### src/rtl/lap_mem_reader.sv
// Streaming read engine: fetches a contiguous run of words from the lap-time RAM
// read port and presents them on a valid/ready stream, hiding the 1-cycle RAM latency.
module lap_mem_reader #(
  parameter int RAM_WIDTH     = 16,
  parameter int RAM_ADDR_BITS = 9
) (
  input  logic                     clk,
  input  logic                     rst_n,
  input  logic                     start,
  input  logic                     abort,
  input  logic [RAM_ADDR_BITS-1:0] base_addr,
  input  logic [RAM_ADDR_BITS:0]   count,
  output logic                     busy,
  output logic                     done,
  output logic [RAM_ADDR_BITS-1:0] rd_addr,
  input  logic [RAM_WIDTH-1:0]     rd_data,
  output logic [RAM_WIDTH-1:0]     out_data,
  output logic                     out_valid,
  input  logic                     out_ready,
  output logic [1:0]               dbg_state
);

  // Stream handshake: a word moves when out_valid && out_ready at a rising edge;
  // out_valid never depends on out_ready, and out_data holds while stalled.

  localparam logic [1:0] S_IDLE  = 2'd0;
  localparam logic [1:0] S_RUN   = 2'd1;
  localparam logic [1:0] S_DRAIN = 2'd2;

  localparam logic [RAM_ADDR_BITS:0]   CNT_ONE  = 1;
  localparam logic [RAM_ADDR_BITS:0]   CNT_ZERO = '0;
  localparam logic [RAM_ADDR_BITS-1:0] ADDR_ONE = 1;

  logic [1:0]               state_q, state_d;
  logic [RAM_ADDR_BITS-1:0] addr_q, addr_d;
  logic [RAM_ADDR_BITS:0]   iss_q, iss_d;
  logic [RAM_ADDR_BITS:0]   acc_q, acc_d;
  logic                     inflight_q, inflight_d;
  logic                     done_q, done_d;
  logic [1:0]               occ_q, occ_d;
  logic [1:0]               wr_ptr_q, wr_ptr_d;
  logic [1:0]               rd_ptr_q, rd_ptr_d;
  logic [RAM_WIDTH-1:0]     fifo_q [0:2];

  logic issue;
  logic push;
  logic pop;

  function automatic logic [1:0] ptr_inc(input logic [1:0] p);
    ptr_inc = (p == 2'd2) ? 2'd0 : p + 2'd1;
  endfunction

  // Credit counts words already buffered plus the read whose data arrives next cycle.
  assign issue = (state_q == S_RUN) && (({1'b0, occ_q} + {2'b00, inflight_q}) < 3'd3);
  assign push  = inflight_q;
  assign pop   = (occ_q != 2'd0) && out_ready;

  always_comb begin
    state_d    = state_q;
    addr_d     = addr_q;
    iss_d      = iss_q;
    acc_d      = acc_q;
    inflight_d = issue;
    done_d     = 1'b0;
    occ_d      = occ_q + {1'b0, push} - {1'b0, pop};
    wr_ptr_d   = push ? ptr_inc(wr_ptr_q) : wr_ptr_q;
    rd_ptr_d   = pop ? ptr_inc(rd_ptr_q) : rd_ptr_q;

    if (issue) begin
      iss_d = iss_q - CNT_ONE;
      // Address stops on the last word so rd_addr only ever shows requested words.
      if (iss_q == CNT_ONE) begin
        state_d = S_DRAIN;
      end else begin
        addr_d = addr_q + ADDR_ONE;
      end
    end

    if (pop) begin
      acc_d = acc_q - CNT_ONE;
      if (state_q == S_DRAIN && acc_q == CNT_ONE) begin
        state_d = S_IDLE;
        done_d  = 1'b1;
      end
    end

    if (state_q == S_IDLE && start) begin
      iss_d = count;
      acc_d = count;
      if (count != CNT_ZERO) begin
        state_d = S_RUN;
        addr_d  = base_addr;
      end else begin
        done_d = 1'b1;
      end
    end

    if (abort) begin
      state_d    = S_IDLE;
      iss_d      = CNT_ZERO;
      acc_d      = CNT_ZERO;
      inflight_d = 1'b0;
      done_d     = 1'b0;
      occ_d      = 2'd0;
      wr_ptr_d   = 2'd0;
      rd_ptr_d   = 2'd0;
    end
  end

  always_ff @(posedge clk or negedge rst_n) begin
    if (!rst_n) begin
      state_q    <= S_IDLE;
      addr_q     <= '0;
      iss_q      <= '0;
      acc_q      <= '0;
      inflight_q <= 1'b0;
      done_q     <= 1'b0;
      occ_q      <= 2'd0;
      wr_ptr_q   <= 2'd0;
      rd_ptr_q   <= 2'd0;
    end else begin
      state_q    <= state_d;
      addr_q     <= addr_d;
      iss_q      <= iss_d;
      acc_q      <= acc_d;
      inflight_q <= inflight_d;
      done_q     <= done_d;
      occ_q      <= occ_d;
      wr_ptr_q   <= wr_ptr_d;
      rd_ptr_q   <= rd_ptr_d;
    end
  end

  always_ff @(posedge clk or negedge rst_n) begin
    if (!rst_n) begin
      fifo_q[0] <= '0;
      fifo_q[1] <= '0;
      fifo_q[2] <= '0;
    end else if (push && !abort) begin
      fifo_q[wr_ptr_q] <= rd_data;
    end
  end

  assign busy      = (state_q != S_IDLE);
  assign done      = done_q;
  assign rd_addr   = addr_q;
  assign out_valid = (occ_q != 2'd0);
  assign out_data  = fifo_q[rd_ptr_q];
  assign dbg_state = state_q;

endmodule

### config.mk
export PLATFORM = sky130hd
export DESIGN_NAME = lap_mem_reader
export DESIGN_NICKNAME = d
export VERILOG_FILES = /design/src/rtl/lap_mem_reader.sv
export SDC_FILE = /design/constraint.sdc
export NUM_CORES = 1
export LEC_CHECK = 0
export ABC_CLOCK_PERIOD_IN_PS = 6190
export CORE_MARGIN = 3
export CORE_UTILIZATION = 45
export DETAILED_ROUTE_END_ITERATION = 7
export PLACE_DENSITY = 0.78
export SYNTH_ARGS = -nofsm -noshare
export SYNTH_HDL_FRONTEND = slang
export SYNTH_SLANG_ARGS = --single-unit
export TNS_END_PERCENT = 20
### constraint.sdc
create_clock -name clk -period 6.19 [get_ports clk]
set_input_delay 1.238 -clock clk [delete_from_list [all_inputs] [get_ports clk]]
set_output_delay 1.238 -clock clk [all_outputs]
set_load 0.05 [all_outputs]
* After elaboration in Yosys (flattened, before gate mapping)
Cells that the tools add are included.
Storage, ports and cells: bits in registers 87, bits of input ports 40, output and inout port bits 30, logic and storage cells 83
Operators by class: add/subtract/negate cells 8, magnitude comparators 4, equal/unequal tests 6, muxes and demuxes 36, bitwise gates (word level) 2, reductions and logical operators 15
Operator list (count):
- $mux W10 | 6
- $bwmux W48 | 1
- $mux W16 | 3
- $mux W9 | 4
- $bmux W16 S2 | 1
- $demux W16 S2 | 1
- $mux W2 | 14
- $eq A10 B1 Y1 const B | 2
- $sub A10 B1 Y10 const B | 2
- $reduce_bool A10 Y1 | 1
- $add A9 B1 Y9 const B | 1
- $reduce_bool A2 Y1 | 4
- $eq A2 B2 Y1 const B | 3
- $ge A3 B3 Y1 const B | 2
- $logic_and A1 B1 Y1 | 6
- $mux W1 | 6
- $not A2 Y3 | 2
- $reduce_bool A3 Y1 | 2
- $add A2 B1 Y2 const B | 2
- $add A2 B1 Y3 | 1
- $lt A3 B1 Y1 const B | 1
- $lt A3 B2 Y1 const B | 1
- $add A2 B1 Y2 | 1
- $eq A2 B1 Y1 const B | 1
- 3 further kinds | 3

* Depth between registers and ports, before layout
depth in word-level cells 9, depth in mapped cells 9

* Worst setup path after synthesis
No wires, ideal clock.
kind reg2out, from reg rd_ptr_q[1], to out out_data[10], arrival time 2226 ps, required time 4952 ps, path slack 2726 ps, cell stages (with the launch flop) 5, buffers on the path 2, path through dfrtp_1 -> clkbuf_1 -> buf_2 -> mux2i_1 -> o21ai_0
Between the ends: longest elaborated chain between the ends 4
Ends and longest elaborated chain:
- from (decl) | RTL line 42 | logic [1:0] rd_ptr_q, rd_ptr_d;
- from (signal assigned) | RTL line 130 | rd_ptr_q <= rd_ptr_d;
- $not A2 Y3 (not written as such) | RTL line 148 | assign out_data = fifo_q[rd_ptr_q];
- $bmux W16 S2 | RTL line 148
- $mux W16 (not written as such) (2 in series) | RTL line 148
- to (decl) | RTL line 17 | output logic [RAM_WIDTH-1:0] out_data,
Every way passes these cells. The select of a mux whose other input is x is not followed.

* Worst setup path in the final report
from reg rd_ptr_q[1], to out out_data[15]
Same word-level chain as after synthesis.

==> out/results.tsv <==
stage	metric	value	unit
clock_network	cts_max_path_buffers	2	
die	core	0.00937	mm²
sta	fmax	255	MHz
synthesis	netlist_instances	395	
place	port_buffers	69	
status	status	finished clean	
sta	clock_skew	0.0131	ns
clock_network	htreeDepth	3	
place	place_hpwl	6710	µm
synthesis	syn_nets	444	
sta	worstMarginPinSlew	1.08	ns
drt	avgViaCountPerCell	5.58	
die	rows	35	
sta	finalSetupTns	0	ns
drt	drt-total-wl	9640	µm
synthesis	synth-warning-count	0	
synthesis	syn_area	0.00438	mm²
sta	slew_viol_final	0	
global_routing	grt_pass1_vias	3406	
global_routing	grt_max_degree	88	
global_routing	grt_overflow	0	
hold_path	min_path_type	flop to flop	
clock_network	postCtsSetupBuffers	0	
drt	drtIter0Drc	154	
sta	hold_viol	0	
clock_network	clkSinkCount	87	
clock_network	post_cts_resize_count	0	
critical_path	critPathKind	flop to primary output	
layout	diodes	0	
clock_network	cts_tree	done	
synthesis	avgSynthCellArea	11.1	µm²
hold_path	min_path_cells	1	
global_routing	grt_pass1_wl	16300	µm
sta	finalSetupViolations	0	
sta	rsz0062_at_grt	false	
drt	dr_total_vias	3321	
critical_path	arrival	2.69	ns
die	initial_core_util	0.468	
power_and_ir_drop	power.leakage	2.22	nW
place	gp_congestion	0.852	
layout	fin_nets	510	
job	maxCapViolations	0	
synthesis	synth.most_common_cell	dfrtp_1	
critical_path	worst_setup_path_start_kind	flop	
critical_path	cp_data_required_time	4.95	ns
synthesis	synth_edf_count	0	
drt	ant_nets	0	
die	die_w	105	µm
die	die_h	105	µm
die	die_area	0.0110	mm²
critical_path	cp-end-kind	primary output	
synthesis	yosys-top-cells-count	dfrtp_1, mux2_2, nand2_1	
layout	drive_above_1_share	0.189	
drt	wl_per_cell	16.2	µm
power_and_ir_drop	pwr_density_cell	356	mW/mm²
power_and_ir_drop	peakVddDrop	0.000144	V
drt	remaining_drc_errors	0	
sta	period_share	0.634	
synthesis	yosysSeqAreaShare	0.497	
synthesis	ys_seq_elements	87	
layout	syn2layout_area_growth	22.2	%
sta	hold_ws	0.511	ns
clock_network	hold_buffers	0	
global_routing	grt_usage	0.180	
die	ios	70	
synthesis	async_flop_share	1.00	
synthesis	netlist-cell-type-count	49	
critical_path	worstRegToRegCells	6	
synthesis	yosys-top-cells-area	dfrtp_1, mux2_2, mux2i_1, ha_1, nand2_1	
clock_network	clockRootBuffer	clkbuf_8	
clock_network	clk_latency	0.36	ns
drt	drtPass1Iterations	4	
synthesis	synth_flop_cell	dfrtp_1	
critical_path	worstPathMaxFanout	19	
clock_network	numCtsBuffers	9	
global_routing	antenna_found_initial	0	
sta	relSlewSlack	0.282	
sta	finalCriticalPeriod	3.92	ns
synthesis	synth_top_cell_by_area	dfrtp_1	
clock_network	clk_pin_slew	0.08	ns
synthesis	yosysTopAreaCellShare	0.497	
## critical path, stage by stage, from the launching register on
cell,delay (ns)
dfrtp_1,0.76
nor2b_1,0.30
buf_4,0.26
nand2_1,0.07
o21ai_0,0.09
clkdlybuf4s50_1,0.84
## through the flow
step / util / area (µm²) / total power [mW] / worst slack, ns / cells
floorplan: - / 4380 / 1.30 / 2.73 / 395
global placement: 0.553 / 5180 / 1.54 / 2.66 / 579
detailed placement: 0.553 / 5180 / 1.56 / 2.64 / 579
CTS: 0.572 / 5360 / 1.92 / 2.25 / 595
global route: 0.572 / 5360 / 2.02 / 2.11 / 595
finish: 0.572 / 5360 / 1.91 / 2.27 / 595
## routing by layer
layer	vias to the layer above	share of wire	track usage
li1	1591	-	-
met4	0	0.011	0.0440
met2	57	0.50	0.304
met5	-	0	0
met1	1664	0.45	0.234
met3	9	0.038	0.0439
## worst paths after layout
path,start,to,slack [ns]
setup / recovery,rd_ptr_q[1],out_data[15],2.27
hold / removal,fifo_q[42],fifo_q[42],0.51
setup reg to reg,inflight_q,rd_addr[7],3.74
hold reg to reg,fifo_q[42],fifo_q[42],0.51
max in group asynchronous,rst_n,rd_addr[1],4.43
min in group asynchronous,rst_n,fifo_q[18],1.07
## cell usage in the layout (no fill, tap or decap), types with 3 or more instances in the layout
master / count
mux2_2: 49
nand2_1: 28
nor3_1: 5
or3_1: 3
or4_1: 8
nand3_1: 11
ha_1: 9
a21oi_1: 19
clkdlybuf4s50_1: 68
or2_2: 3
o31ai_1: 8
o311ai_0: 3
buf_4: 6
dfrtp_1: 87
nand4_1: 7
a31oi_1: 10
mux2i_1: 17
o211ai_1: 3
o21ai_0: 20
a311oi_1: 5
xor2_1: 8
xnor2_1: 4
nor4_1: 5
inv_1: 11
o21bai_1: 8
clkbuf_8: 9
clkinv_4: 3
nor2_1: 18
## cell families after synthesis
family / count (synthesis) / synth area share
adders and majority gates: 9 / 0.0257
muxes: 66 / 0.165
buffers and inverters: 30 / 0.0305
and+or+nand+nor: 111 / 0.143
AOI/OAI and AO/OA: 80 / 0.116
DFF: 87 / 0.497
xor gates and xnor gates: 12 / 0.0240
## state kept, by name, summed over array words and instances, names as in the netlist
name	count
acc_q	10
dbg_state	2
done	1
fifo_q	48
inflight_q	1
iss_q	10
occ_q	2
rd_addr	9
rd_ptr_q	2
wr_ptr_q	2
## layout make-up
type / instances / area [µm²]
fillers: 795 / 4010
flip-flops and latches: 87 / 2180
multi-input cells: 278 / 2070
repair buffers: 74 / 726
well taps: 129 / 161
clock buffers: 9 / 124
clock inverters: 7 / 56.3
inverters: 11 / 41.3
## power by group
part           switching, mW  leakage (nW)  internal, mW
Clock                  0.216        0.0902         0.150
Combinational          0.476         0.999         0.301
Sequential            0.0894          1.13         0.677
Total                  0.781          2.22          1.13
No activity file was read; power rests on OpenSTA's default activity.
